==> src/rtl/boot_pkg.sv <==
// Shared types and constants for the instruction-memory boot loader.
package boot_pkg;

  typedef enum logic [2:0] {
    ST_LEN_LO,
    ST_LEN_HI,
    ST_DATA,
    ST_CHK,
    ST_RELEASE,
    ST_RUN,
    ST_ERROR
  } boot_state_e;

  localparam int unsigned HDR_BYTES = 2;
  localparam int unsigned CSUM_W    = 8;

  function automatic int unsigned lane_bits(input int unsigned bytes);
    return (bytes > 1) ? $clog2(bytes) : 1;
  endfunction

endpackage

==> src/rtl/imem_boot_loader_packer.sv <==
// byte_word_packer: assembles little-endian bytes into DATA_WIDTH words and
// pulses word_ready for one cycle after the last byte of each word.
module byte_word_packer
  import boot_pkg::*;
#(
  parameter int unsigned DATA_WIDTH = 32
) (
  input  logic                  clk,
  input  logic                  reset,
  input  logic                  byte_valid,
  input  logic [7:0]            byte_in,
  output logic                  word_ready,
  output logic [DATA_WIDTH-1:0] word
);

  localparam int unsigned BYTES  = DATA_WIDTH / 8;
  localparam int unsigned LANE_W = lane_bits(BYTES);

  logic [LANE_W-1:0]     lane_q, lane_d;
  logic [DATA_WIDTH-1:0] buf_q, buf_d;
  logic [DATA_WIDTH-1:0] word_q, word_d;
  logic                  ready_q, ready_d;

  always_comb begin
    lane_d  = lane_q;
    buf_d   = buf_q;
    word_d  = word_q;
    ready_d = 1'b0;
    if (byte_valid) begin
      buf_d[8*lane_q +: 8] = byte_in;
      if (lane_q == LANE_W'(BYTES - 1)) begin
        lane_d  = '0;
        word_d  = buf_d;
        ready_d = 1'b1;
      end else begin
        lane_d = lane_q + LANE_W'(1);
      end
    end
  end

  always_ff @(posedge clk) begin
    if (reset) begin
      lane_q  <= '0;
      buf_q   <= '0;
      word_q  <= '0;
      ready_q <= 1'b0;
    end else begin
      lane_q  <= lane_d;
      buf_q   <= buf_d;
      word_q  <= word_d;
      ready_q <= ready_d;
    end
  end

  assign word_ready = ready_q;
  assign word       = word_q;

endmodule

==> src/rtl/imem_boot_loader.sv <==
// Boot loader: length-prefixed byte stream -> instruction memory writes, then
// timed CPU reset release. Define IMEM_BOOT_CHECKSUM_EN for a trailing XOR byte.
module imem_boot_loader
  import boot_pkg::*;
#(
  parameter int unsigned DATA_WIDTH    = 32,
  parameter int unsigned ADDR_WIDTH    = 8,
  parameter int unsigned BASE_ADDR     = 0,
  parameter int unsigned RELEASE_DELAY = 4
) (
  input  logic                  clk,
  input  logic                  reset,
  input  logic                  rx_valid,
  input  logic [7:0]            rx_data,
  output logic                  mem_we,
  output logic [ADDR_WIDTH-1:0] mem_addr,
  output logic [DATA_WIDTH-1:0] mem_wdata,
  output logic                  cpu_reset,
  output logic                  busy,
  output logic                  done,
  output logic                  error,
  output logic [15:0]           words_loaded
);

  localparam logic [32:0]  CAPACITY = (33'd1 << ADDR_WIDTH) - 33'(BASE_ADDR);
  localparam int unsigned  DLY_W    = (RELEASE_DELAY > 1) ? $clog2(RELEASE_DELAY) : 1;
  localparam int unsigned  REL_LAST = (RELEASE_DELAY > 1) ? RELEASE_DELAY - 2 : 0;
  // The triggering cycle counts as the first delay cycle, so a delay of one
  // releases straight from the triggering edge.
  localparam boot_state_e  REL_ENTRY = (RELEASE_DELAY > 1) ? ST_RELEASE : ST_RUN;

  boot_state_e           state_q, state_d;
  logic [15:0]           len_q, len_d;
  logic [ADDR_WIDTH-1:0] addr_q, addr_d;
  logic [15:0]           words_q, words_d;
  logic [DLY_W-1:0]      delay_q, delay_d;
  logic [15:0]           n_hdr;
  logic                  pack_valid;
  logic                  word_ready;
  logic [DATA_WIDTH-1:0] word;
  logic                  last_word;
  logic                  data_full;
`ifdef IMEM_BOOT_CHECKSUM_EN
  logic [CSUM_W-1:0]     csum_q, csum_d;
`endif

  byte_word_packer #(
    .DATA_WIDTH(DATA_WIDTH)
  ) u_packer (
    .clk       (clk),
    .reset     (reset),
    .byte_valid(pack_valid),
    .byte_in   (rx_data),
    .word_ready(word_ready),
    .word      (word)
  );

  assign last_word = ({1'b0, words_q} + 17'd1) == {1'b0, len_q};
  // A byte arriving while the final word is being written is not data.
  assign data_full = word_ready && last_word;

  always_comb begin
    state_d    = state_q;
    len_d      = len_q;
    addr_d     = addr_q;
    words_d    = words_q;
    delay_d    = delay_q;
    n_hdr      = {rx_data, len_q[7:0]};
    pack_valid = 1'b0;
`ifdef IMEM_BOOT_CHECKSUM_EN
    csum_d     = csum_q;
`endif
    if (word_ready) begin
      addr_d  = addr_q + ADDR_WIDTH'(1);
      words_d = words_q + 16'd1;
    end
    case (state_q)
      ST_LEN_LO: if (rx_valid) begin
        len_d[7:0] = rx_data;
        state_d    = ST_LEN_HI;
      end
      ST_LEN_HI: if (rx_valid) begin
        len_d   = n_hdr;
        delay_d = '0;
        if (n_hdr == 16'd0)                    state_d = REL_ENTRY;
        else if ({17'd0, n_hdr} > CAPACITY)    state_d = ST_ERROR;
        else                                   state_d = ST_DATA;
      end
      ST_DATA: begin
        pack_valid = rx_valid && !data_full;
`ifdef IMEM_BOOT_CHECKSUM_EN
        if (rx_valid && data_full)
          state_d = (rx_data == csum_q) ? REL_ENTRY : ST_ERROR;
        else if (data_full)
          state_d = ST_CHK;
`else
        if (data_full) state_d = REL_ENTRY;
`endif
      end
`ifdef IMEM_BOOT_CHECKSUM_EN
      ST_CHK: if (rx_valid) begin
        state_d = (rx_data == csum_q) ? REL_ENTRY : ST_ERROR;
      end
`endif
      ST_RELEASE: begin
        if (delay_q == DLY_W'(REL_LAST)) state_d = ST_RUN;
        else                             delay_d = delay_q + DLY_W'(1);
      end
      default: ;
    endcase
`ifdef IMEM_BOOT_CHECKSUM_EN
    if (pack_valid) csum_d = csum_q ^ rx_data;
`endif
  end

  always_ff @(posedge clk) begin
    if (reset) begin
      state_q <= ST_LEN_LO;
      len_q   <= '0;
      addr_q  <= ADDR_WIDTH'(BASE_ADDR);
      words_q <= '0;
      delay_q <= '0;
`ifdef IMEM_BOOT_CHECKSUM_EN
      csum_q  <= '0;
`endif
    end else begin
      state_q <= state_d;
      len_q   <= len_d;
      addr_q  <= addr_d;
      words_q <= words_d;
      delay_q <= delay_d;
`ifdef IMEM_BOOT_CHECKSUM_EN
      csum_q  <= csum_d;
`endif
    end
  end

  assign mem_we       = word_ready;
  assign mem_addr     = addr_q;
  assign mem_wdata    = word;
  assign cpu_reset    = (state_q != ST_RUN);
  assign done         = (state_q == ST_RUN);
  assign error        = (state_q == ST_ERROR);
  assign busy         = state_q inside {ST_LEN_HI, ST_DATA, ST_CHK, ST_RELEASE};
  assign words_loaded = words_q;

endmodule

==> config.mk <==
export PLATFORM = sky130hd
export DESIGN_NAME = imem_boot_loader
export DESIGN_NICKNAME = d
export VERILOG_FILES = /design/src/rtl/boot_pkg.sv /design/src/rtl/imem_boot_loader_packer.sv /design/src/rtl/imem_boot_loader.sv
export SDC_FILE = /design/constraint.sdc
export NUM_CORES = 1
export LEC_CHECK = 0
export BUFFER_PORTS_ARGS = -buffer_cell sky130_fd_sc_hd__buf_4
export CORE_ASPECT_RATIO = 0.75
export CORE_MARGIN = 1.5
export CORE_UTILIZATION = 55
export DETAILED_ROUTE_END_ITERATION = 8
export PLACE_DENSITY = 0.74
export SYNTH_ARGS = -nofsm -noshare
export SYNTH_HDL_FRONTEND = slang
export SYNTH_SLANG_ARGS = --single-unit
==> constraint.sdc <==
create_clock -name clk -period 4.97 [get_ports clk]
set_input_delay 0.497 -clock clk [delete_from_list [all_inputs] [get_ports clk]]
set_output_delay 0.497 -clock clk [all_outputs]
set_load 0.02 [all_outputs]
==> impl_results.rst, run 1 <==
.. list-table::
   :header-rows: 1

   * - Metric
     - Value
   * - Number of distinct library cell variants in the gate-level netlist after synthesis
     - 48
   * - Slew Limit Fails
     - 0
   * - Worst path bufs/invs
     - 1
   * - Category of the worst setup path launch point
     - register
   * - Last weighted congestion value of the routability-driven placer
     - about 0.8
   * - Worst Path Max Fanout
     - 17
   * - CP delay by family, top
     - simple AND/OR/NAND/NOR gates
   * - Post-CTS Hold Buffers
     - 0
   * - Maximum count of clock buffers along a single path
     - 2
   * - Final hold viol count
     - 0
   * - Vertical die dimension
     - around 90 um
   * - Initial cell density of the core
     - 57.45%
   * - Peak supply drop
     - approximately 0.17 mV
   * - Core Region
     - approximately 0.0098 mm^2
   * - Pin count of the biggest net entering global routing
     - 99
   * - Run status
     - finished, final reports clean
   * - Cell Pwr Density
     - ~270 mW/mm^2
   * - Number of global-route vias before repair
     - 4449
   * - Setup violators final
     - 0
   * - Via density
     - 5.514
   * - Final antenna diode count
     - 0
   * - Minimum clock period after layout
     - about 3.7 ns
   * - Part of the total power dissipated in sequential elements
     - a little over half
   * - Ys flop type
     - sky130_fd_sc_hd__dfxtp_1
   * - Most frequent standard cell in the layout excluding fill and tap cells
     - sky130_fd_sc_hd__dfxtp_1
   * - Setup Buffers After CTS
     - 0
   * - Ports
     - 72
   * - Net count of the finished layout
     - between 700 and 800
   * - Number of search-and-repair iterations in the first detailed-routing pass
     - 4
   * - Ordered list of cells on the worst path
     - ha_1, xnor2_1, xnor2_1, a2111oi_0, nand4_1, nor4_4, nand2b_1, buf_12, mux2_2
   * - Achievable Freq
     - 0.2734 GHz
   * - Fraction of layout cells with a size suffix above 1
     - 22.62%
   * - 1st-iter DRT viols
     - 262
   * - CTS H-tree lvls
     - 3
   * - Setup repair after global routing missed its margin
     - no
   * - Summed area of non-filler cells in the final layout
     - 0.006477 mm^2
   * - Remaining routing DRC violations
     - 0
   * - Dpl ws
     - 1.329 ns
   * - YS warnings
     - 0
   * - Power Internal
     - 1310 uW
   * - Worst clock skew on the final layout
     - a little over 0.008 ns
   * - Required time of the worst setup path
     - 5.21 ns
   * - FFs w/ async S/R, synth
     - 0%
   * - Clock-pin slew reported for the worst setup and hold paths after clock tree synthesis
     - around 0.070 ns
   * - Initial antenna violation count
     - 0
   * - Via count of the routed design
     - 4604
   * - Transition time at the pin with the least slew margin
     - 1.256 ns
   * - Leakage power of the design
     - 0.002649 uW
   * - Clk pwr share
     - 38.7%
   * - Crit path largest cell delay
     - 0.75 ns
   * - Port buffer count
     - 71
   * - Worst setup margin
     - 1.312 ns
   * - Commonest cells after routing, fill and taps aside
     - sky130_fd_sc_hd__dfxtp_1, sky130_fd_sc_hd__nor2b_1, sky130_fd_sc_hd__nor2_1, sky130_fd_sc_hd__buf_4, sky130_fd_sc_hd__mux2_2
   * - Clock root buffer
     - sky130_fd_sc_hd__clkbuf_16
   * - Fin crit share
     - 73.60%
   * - Switching power as a share of total power
     - 24.26%
   * - Wire length of the first global-routing pass
     - 21170 um
   * - Most used cell, CP
     - sky130_fd_sc_hd__xnor2_1
   * - Global-route congestion overflow total
     - 0
   * - Clock tree from TritonCTS
     - built
   * - Post-DP Area
     - 0.006205 mm^2
   * - Count of flip-flops with a built-in enable after synthesis
     - 0
   * - Relative contribution of combinational cells to total power
     - around 7.8%
   * - Average size of a mapped cell
     - 8.687 um^2
   * - Max cap viols
     - 0
   * - Post-Synthesis Net Count
     - 669
   * - Cell Rows
     - 31
   * - Flops & latches, synth
     - 112
   * - GR Util All Layers
     - 23.91%
   * - Post-route antenna net violation count
     - 0
   * - Endpoint class of the critical path
     - register
   * - Max transition margin
     - ~15%
   * - Psw
     - 419.7 uW
   * - Post-cts gate resize count
     - 0
   * - Half-perimeter wire length of the detailed placement result
     - 8395 um
   * - Arrival time of data at the critical path endpoint
     - 3.90 ns
   * - Slowest-stage cell, CP
     - sky130_fd_sc_hd__nand2b_1
   * - Sequential fraction of the synthesis area
     - 39.77%
   * - Chip Width
     - 119.9 um
   * - Clk Latency, worst-skew pair
     - roughly 0.35 ns
   * - Post-synthesis cell count
     - approximately 650
   * - Total negative slack
     - 0 ns
   * - Total CTS buffers
     - 9
   * - Clock sink count
     - between 100 and 150
   * - Type of the most critical hold path
     - input pin to register
   * - Total power
     - about 1700 uW
   * - Layout overhead on the synthesized area
     - 14.89%
   * - Average wire per standard cell
     - 14.90 um
   * - Area enclosed by the die boundary
     - approximately 0.011 mm^2
   * - Worst setup path category
     - register to register
   * - Total Routed Length
     - 12440 um
   * - Cell Area, Synth
     - 0.005638 mm^2
power by group through the flow:
stage,clock network (uW),logic [uW],registers (uW)
after detailed placement,0,134,946
final,669,136,926
after CTS,684,135,925
after floorplan,0,99.6,938
after global placement,0,130,945
after global routing,723,151,927
stage by stage:
| stage | utilization, % | cells | hold WS, ns |
|---|---|---|---|
| final | 66.01 | 835 | 0.4566 |
| after global routing | 66.01 | 835 | 0.4540 |
| after CTS | 65.96 | 834 | 0.4488 |
| after detailed placement | 63.23 | 818 | 0.4713 |
| after global placement | 63.23 | 818 | 0.4649 |
| after floorplan | - | 649 | 0.4478 |
synth_stat cells, types with 3 or more instances:
cell	number	area [um^2]
sky130_fd_sc_hd__a21oi_1	56	280.3
sky130_fd_sc_hd__a31oi_1	3	18.77
sky130_fd_sc_hd__and3_1	3	18.77
sky130_fd_sc_hd__buf_2	8	40.04
sky130_fd_sc_hd__buf_6	3	33.78
sky130_fd_sc_hd__clkbuf_1	24	90.09
sky130_fd_sc_hd__dfxtp_1	112	2242
sky130_fd_sc_hd__ha_1	9	112.6
sky130_fd_sc_hd__inv_1	5	18.77
sky130_fd_sc_hd__mux2_2	65	732.0
sky130_fd_sc_hd__nand2_1	63	236.5
sky130_fd_sc_hd__nand3_1	6	30.03
sky130_fd_sc_hd__nand3b_1	3	22.52
sky130_fd_sc_hd__nand4_1	10	62.56
sky130_fd_sc_hd__nor2_1	76	285.3
sky130_fd_sc_hd__nor2b_1	103	644.4
sky130_fd_sc_hd__nor3_1	11	55.05
sky130_fd_sc_hd__nor4_1	6	37.54
sky130_fd_sc_hd__nor4b_1	3	26.28
sky130_fd_sc_hd__o21ai_0	6	30.03
sky130_fd_sc_hd__or3_1	3	18.77
sky130_fd_sc_hd__or4_1	3	22.52
sky130_fd_sc_hd__xnor2_1	21	183.9
sky130_fd_sc_hd__xor2_1	18	157.7
worst reg2reg max path, delay by kind of cell (launching register included):
kind,cells,cell delay (ns)
DFF,1,0.49
and+or+nand+nor,3,1.32
buffers and inverters,1,0.25
xor gates and xnor gates,2,0.25
adders and majority gates,1,0.37
AOI/OAI and AO/OA,1,0.52
muxes,1,0.35
worst paths after layout:
path / from / end / slack [ns] / depth (start not counted)
min reg2reg: len_q[11] / len_q[11] / 0.48 / 2
min: rx_data[5] / len_q[13] / 0.46 / 3
max: words_loaded[0] / u_packer.lane_q[0] / 1.31 / 9
max reg2reg: words_loaded[0] / u_packer.lane_q[0] / 1.31 / 9
state kept, by name, indices dropped and copies added, names as in the netlist:
register             count
u_packer.word           32
u_packer.lane_q          2
words_loaded            16
u_packer.buf_q          32
state_q                  3
len_q                   16
delay_q                  2
mem_addr                 8
u_packer.word_ready      1
kinds of logic after synthesis:
group / count (synthesis) / synth area share (%)
simple gates: 300 / 27.54
flops: 112 / 39.77
compound gates: 78 / 7.701
mux: 67 / 13.34
buf+inv: 44 / 3.595
xor+xnor: 39 / 6.059
fa+ha+maj: 9 / 1.997
layout make-up:
class / instances / area [um^2]
flip-flops and latches: 112 / 2242
repair buffers: 77 / 588.1
fillers: 848 / 3336
clock inverters: 3 / 17.52
well taps: 132 / 165.2
multi-input cells: 493 / 3196
inverters: 5 / 18.77
clock buffers: 13 / 250.2
routing by layer:
layer	track usage, %	routed length [um]	up-vias
met5	0	0	-
met4	6.746	142	0
met3	4.545	539	14
met2	38.90	5695	112
met1	32.37	6064	2191
li1	-	-	2287
Power figures use the tool's default switching activity.
==> run 2: changes to the inputs <==
==> constraint.sdc (replaced) <==
create_clock -name clk -period 3.7 [get_ports clk]
set_input_delay 0.37 -clock clk [delete_from_list [all_inputs] [get_ports clk]]
set_output_delay 0.37 -clock clk [all_outputs]
set_load 0.02 [all_outputs]
==> run 2 against run 1 <==
  * Sequential share of layout area shrank 0.62 points
  * Via count down 2.6%
  * Sequential cell count stayed put
  * Critical path depth is the same
  * Worst hold slack lost 0.12 ns
  * Critical endpoint is now u_packer.buf_q[17]
  * Largest cell class unchanged
  * Largest power group unchanged
==> impl_results.rst, run 2 (synthesis gave the netlist of run 1 again) <==
.. list-table::
   :header-rows: 1

   * - Metric
     - Value
   * - Run status
     - finished, final reports clean
   * - Leakage power of the design
     - 0.002701 uW (+2.0%)
   * - Area enclosed by the die boundary
     - 0.01087 mm^2 (unchanged)
   * - Number of global-route vias before repair
     - 4278 (-3.8%)
   * - Core Region
     - 0.009813 mm^2 (unchanged)
   * - Global-route congestion overflow total
     - 0 (unchanged)
   * - Layout overhead on the synthesized area
     - 16.98%
   * - Fraction of layout cells with a size suffix above 1
     - 23.55% (+0.93 points)
   * - Minimum clock period after layout
     - 3.356 ns (-0.3017 ns)
   * - Category of the worst setup path launch point
     - register
   * - Slew Limit Fails
     - 0 (unchanged)
   * - Cell Pwr Density
     - 386.7 mW/mm^2 (+45%)
   * - Worst clock skew on the final layout
     - 0.006569 ns (-0.001571 ns)
   * - Post-route antenna net violation count
     - 0 (unchanged)
   * - Clock sink count
     - 112 (unchanged)
   * - Number of search-and-repair iterations in the first detailed-routing pass
     - 4 (unchanged)
   * - Average wire per standard cell
     - 14.92 um (+0.13%)
   * - Clock-pin slew reported for the worst setup and hold paths after clock tree synthesis
     - 0.07 ns (about the same)
   * - Endpoint class of the critical path
     - register
   * - Total CTS buffers
     - 9 (unchanged)
   * - Total Routed Length
     - 12490 um (+0.37%)
   * - Achievable Freq
     - 0.2980 GHz (+9.0%)
   * - Post-CTS Hold Buffers
     - 0 (unchanged)
   * - Net count of the finished layout
     - 720 (+0.28%)
   * - Remaining routing DRC violations
     - 0 (unchanged)
   * - Last weighted congestion value of the routability-driven placer
     - 0.8002 (+0.29%)
   * - Vertical die dimension
     - 90.68 um (unchanged)
   * - Max transition margin
     - 18.29% (+3.2 points)
   * - Commonest cells after routing, fill and taps aside
     - sky130_fd_sc_hd__dfxtp_1, sky130_fd_sc_hd__nor2b_1, sky130_fd_sc_hd__buf_4
   * - Chip Width
     - 119.9 um (unchanged)
   * - Maximum count of clock buffers along a single path
     - 2 (unchanged)
   * - Clk Latency, worst-skew pair
     - 0.35 ns (about the same)
   * - Summed area of non-filler cells in the final layout
     - 0.006595 mm^2 (+1.8%)
   * - Worst Path Max Fanout
     - 11 (-6)
   * - Post-DP Area
     - 0.006227 mm^2 (+0.36%)
   * - Clock tree from TritonCTS
     - built
   * - Final antenna diode count
     - 0 (unchanged)
   * - GR Util All Layers
     - 23.80% (-0.11 points)
   * - Total negative slack
     - 0 ns (unchanged)
   * - Pin count of the biggest net entering global routing
     - 122 (+23%)
   * - Reg2reg setup slack
     - 0.34 ns (-0.97 ns)
   * - Ports
     - 72 (unchanged)
   * - Worst setup path category
     - register to register
   * - Initial antenna violation count
     - 0 (unchanged)
   * - Port buffer count
     - 71 (unchanged)
   * - Via density
     - 5.356 (-2.9%)
   * - Clock root buffer
     - sky130_fd_sc_hd__clkbuf_16
   * - Transition time at the pin with the least slew margin
     - 1.209 ns (-0.04759 ns)
   * - Max cap viols
     - 0 (unchanged)
   * - Half-perimeter wire length of the detailed placement result
     - 8412 um (+0.19%)
   * - Setup violators final
     - 0 (unchanged)
   * - Fin crit share
     - 90.70% (+17 points)
   * - Required time of the worst setup path
     - 3.94 ns (-1.27 ns)
   * - Wire length of the first global-routing pass
     - 21020 um (-0.72%)
   * - Cell Rows
     - 31 (unchanged)
   * - Initial cell density of the core
     - 57.45% (unchanged)
   * - Final hold viol count
     - 0 (unchanged)
   * - 1st-iter DRT viols
     - 243 (-7.3%)
   * - Setup repair after global routing missed its margin
     - no
   * - Arrival time of data at the critical path endpoint
     - 3.60 ns (-0.30 ns)
   * - Via count of the routed design
     - 4483 (-2.6%)
   * - CTS H-tree lvls
     - 3 (unchanged)
   * - Peak supply drop
     - 0.2543 mV (+49%)
   * - Type of the most critical hold path
     - input pin to register
   * - Most frequent standard cell in the layout excluding fill and tap cells
     - sky130_fd_sc_hd__dfxtp_1
[run 2: cell types whose count changed in the layout (fill, tap and decap cells not counted), sizes merged]
cell | previous run | this run
buf | 77 | 79
bufinv | 0 | 3
clkinv | 2 | 1
clkbuf | 13 | 11
[run 2: per-stage QoR]
stage               hold slack (ns)  instances  util (%)  total power [uW]  worst slack (ns)
global placement             0.4641        821     63.46              1443            0.3601
global route                 0.3335        837     67.21              2629            0.1390
CTS                          0.3281        837     67.08              2570            0.2466
floorplan                    0.4478        649         -              1394            0.9697
finish                       0.3375        837     67.21              2550            0.3440
detailed placement           0.4636        821     63.46              1448            0.2522
[run 2: where the power goes]
group	switching, uW	internal (uW)
Combinational	117	64.1
Sequential	19.5	1220
Clock	430	697
Total	567	1980
[run 2: critical path, cell delays in order (launching register included)]
cell and delay [ns]:
sky130_fd_sc_hd__dfxtp_1 0.50, sky130_fd_sc_hd__ha_1 0.37, sky130_fd_sc_hd__nand4_1 0.24, sky130_fd_sc_hd__nor4_1 0.38
sky130_fd_sc_hd__xnor2_1 0.20, sky130_fd_sc_hd__nand4_1 0.17, sky130_fd_sc_hd__nor4_4 0.40, sky130_fd_sc_hd__nand2b_2 0.36
sky130_fd_sc_hd__buf_4 0.25, sky130_fd_sc_hd__mux2_2 0.36
[run 2: layout make-up]
type                       count  area (um^2)
fill                         818         3218
multi-input combinational    493         3208
sequential                   112         2242
timing repair buffer          79        605.6
clock buffer                  11        252.7
tap                          132        165.2
clock inverter                 5        102.6
inverter                       5        18.77
[run 2: timing repair]
item | CTS | global route
gates resized for setup | 0 | 3
buffers inserted | 0 | 0
endpoints found under the setup margin | 0 | 18
[run 2: final timing paths]
check / startpoint / end / depth (start not counted)
max: words_loaded[0] / u_packer.buf_q[17] / 9
min: rx_data[1] / len_q[9] / 3
max reg2reg: words_loaded[0] / u_packer.buf_q[17] / 9
min reg2reg: len_q[10] / len_q[10] / 2
[run 2: metal layers]
layer | up-vias | wire, um | global-route usage (%)
li1 | 2289 | - | -
met1 | 2083 | 6056 | 32.86
met3 | 10 | 678 | 4.735
met4 | 0 | 133 | 6.845
met2 | 101 | 5619 | 37.71
met5 | - | 0 | 0
==> run 3: changes to the inputs <==
==> constraint.sdc (replaced) <==
create_clock -name clk -period 3.6 [get_ports clk]
set_input_delay 0.36 -clock clk [delete_from_list [all_inputs] [get_ports clk]]
set_output_delay 0.36 -clock clk [all_outputs]
set_load 0.02 [all_outputs]
==> run 3 against run 2 <==
  * Setup slack better by 0.19 ns
  * Register-to-register slack better by 0.19 ns
  * Clock power fell by 14%
  * Sequential share of layout area grew 0.42 points
  * Via count increased by 2.2%
  * Sequential cell count did not move
  * Critical path depth unchanged
  * Sequential power grew 3%
==> impl_results.rst, run 3 (synthesis gave the netlist of run 1 again) <==
.. list-table::
   :header-rows: 1

   * - Metric
     - Value
   * - Layout overhead on the synthesized area
     - 15.53%
   * - Required time of the worst setup path
     - 3.84 ns (-0.10 ns)
   * - Last weighted congestion value of the routability-driven placer
     - 0.8706 (+8.8%)
   * - Initial antenna violation count
     - 0 (unchanged)
   * - Post-CTS Hold Buffers
     - 0 (unchanged)
   * - Chip Width
     - 119.9 um (unchanged)
   * - Setup violators final
     - 0 (unchanged)
   * - Via count of the routed design
     - 4583 (+2.2%)
   * - Worst clock skew on the final layout
     - 0.004066 ns (-0.002503 ns)
   * - Leakage power of the design
     - 0.002671 uW (-1.1%)
   * - Category of the worst setup path launch point
     - register
   * - Clock sink count
     - 112 (unchanged)
   * - Max transition margin
     - 20.58% (+2.3 points)
   * - Half-perimeter wire length of the detailed placement result
     - 8279 um (-1.6%)
   * - Worst setup path category
     - register to register
   * - Ports
     - 72 (unchanged)
   * - Final antenna diode count
     - 0 (unchanged)
   * - Wire length of the first global-routing pass
     - 20470 um (-2.6%)
   * - Final hold viol count
     - 0 (unchanged)
   * - Clk Latency, worst-skew pair
     - 0.35 ns (about the same)
   * - Peak supply drop
     - 0.3058 mV (+20%)
   * - Footprint of the flip-flops and latches
     - 0.002242 mm^2 (unchanged)
   * - Post-layout utilization of the core
     - 66.38% (-0.83 points)
   * - Total power
     - 2432 uW (-4.6%)
   * - Number of search-and-repair iterations in the first detailed-routing pass
     - 4 (unchanged)
   * - Fraction of layout cells with a size suffix above 1
     - 23.37% (-0.17 points)
   * - Slew Limit Fails
     - 0 (unchanged)
   * - Type of the most critical hold path
     - input pin to register
   * - Total Routed Length
     - 12190 um (-2.4%)
   * - Initial cell density of the core
     - 57.45% (unchanged)
   * - Max cap viols
     - 0 (unchanged)
   * - Remaining routing DRC violations
     - 0 (unchanged)
   * - Achievable Freq
     - 0.3260 GHz (+9.4%)
   * - Reg2reg setup slack
     - 0.53 ns (+0.19 ns)
   * - Pin count of the biggest net entering global routing
     - 125 (+2.5%)
   * - Transition time at the pin with the least slew margin
     - 1.175 ns (-0.03388 ns)
   * - Setup Buffers After CTS
     - 0 (unchanged)
   * - Hold wc startpoint
     - rx_data[6]
   * - Maximum count of clock buffers along a single path
     - 2 (unchanged)
   * - Core Region
     - 0.009813 mm^2 (unchanged)
   * - Post-DP Area
     - 0.006222 mm^2 (about the same)
   * - Worst hold slack across all endpoints
     - 0.3246 ns (-0.01291 ns)
   * - 1st-iter DRT viols
     - 268 (+10%)
   * - Port buffer count
     - 71 (unchanged)
   * - Clock-pin slew reported for the worst setup and hold paths after clock tree synthesis
     - 0.07 ns (about the same)
   * - Summed area of non-filler cells in the final layout
     - 0.006514 mm^2 (-1.2%)
   * - Endpoint class of the critical path
     - register
   * - Post-cts gate resize count
     - 0 (unchanged)
   * - Average wire per standard cell
     - 14.55 um (-2.5%)
   * - Vertical die dimension
     - 90.68 um (unchanged)
   * - Area enclosed by the die boundary
     - 0.01087 mm^2 (unchanged)
   * - Via density
     - 5.469 (+2.1%)
   * - Most frequent standard cell in the layout excluding fill and tap cells
     - sky130_fd_sc_hd__dfxtp_1
   * - CTS H-tree lvls
     - 3 (unchanged)
   * - Multi-input gate area in the final layout
     - 0.003196 mm^2 (-0.39%)
   * - Minimum clock period after layout
     - 3.068 ns (-0.2881 ns)
   * - Cell Rows
     - 31 (unchanged)
   * - Total negative slack
     - 0 ns (unchanged)
   * - Clock root buffer
     - sky130_fd_sc_hd__clkbuf_16
   * - Net count of the finished layout
     - 721 (+0.14%)
   * - Post-route antenna net violation count
     - 0 (unchanged)
   * - Total CTS buffers
     - 9 (unchanged)
   * - Critical R2R Launch
     - words_loaded[0]
   * - GR Util All Layers
     - 23.09% (-0.72 points)
   * - Fill cells
     - 839 (+2.6%)
   * - Run status
     - finished, final reports clean
   * - Critical path launch point
     - words_loaded[0]
   * - Commonest cells after routing, fill and taps aside
     - sky130_fd_sc_hd__dfxtp_1, sky130_fd_sc_hd__nor2b_1, sky130_fd_sc_hd__buf_4
   * - Cell Pwr Density
     - 373.4 mW/mm^2 (-3.4%)
   * - Setup repair after global routing missed its margin
     - no
   * - Clock tree from TritonCTS
     - built
   * - Fin crit share
     - 85.22% (-5.5 points)
   * - Global-route congestion overflow total
     - 0 (unchanged)
   * - Number of global-route vias before repair
     - 4255 (-0.54%)
   * - Arrival time of data at the critical path endpoint
     - 3.31 ns (-0.29 ns)
   * - Worst Path Max Fanout
     - 33 (+22)
## run 3: changes by cell type in the layout (fill, tap and decap cells not counted), sizes merged
cell	change
bufinv	-3
inv	+2
buf	+1
clkinv	+1
## run 3: metal layers
layer	share of wire [%]	vias up	global-route usage, %
li1	-	2294	-
met3	5.5	16	4.798
met5	0	-	0
met4	1.1	0	6.151
met1	48	2160	32.21
met2	45	113	36.24
## run 3: cell type report
type | count | share of cell area [%]
Inverter | 5 | 0.2881
Multi-Input combinational cell | 493 | 49.06
Clock buffer | 11 | 3.880
Tap cell | 132 | 2.536
Timing Repair Buffer | 80 | 9.220
Clock inverter | 5 | 0.5955
Sequential cell | 112 | 34.42
## run 3: worst paths after layout
check	end	depth (start not counted)
max	u_packer.buf_q[20]	9
min	len_q[14]	3
max reg2reg	u_packer.buf_q[20]	9
min reg2reg	len_q[14]	2
## run 3: worst max-delay path: stages, from the launching register on
cell and delay, ns:
sky130_fd_sc_hd__dfxtp_1 0.50, sky130_fd_sc_hd__ha_1 0.36, sky130_fd_sc_hd__xnor2_1 0.19, sky130_fd_sc_hd__xnor2_1 0.10, sky130_fd_sc_hd__a2111oi_0 0.48, sky130_fd_sc_hd__nand4_1 0.21, sky130_fd_sc_hd__nor4_4 0.18, sky130_fd_sc_hd__nand2b_1 0.14
sky130_fd_sc_hd__buf_4 0.38, sky130_fd_sc_hd__mux2_2 0.39
## run 3: through the flow
step | cells | worst slack (ns)
after CTS | 838 | 0.5237
after detailed placement | 822 | 0.5360
after floorplan | 649 | 0.8697
after global placement | 822 | 0.6880
final | 838 | 0.5321
after global routing | 838 | 0.2979
## run 3: where the power goes
group	internal, uW	switching, uW	leakage, uW	total [uW]
Sequential	1260	20.4	0.000904	1280
Clock	513	459	0.000143	972
Combinational	64.9	119	0.00162	184
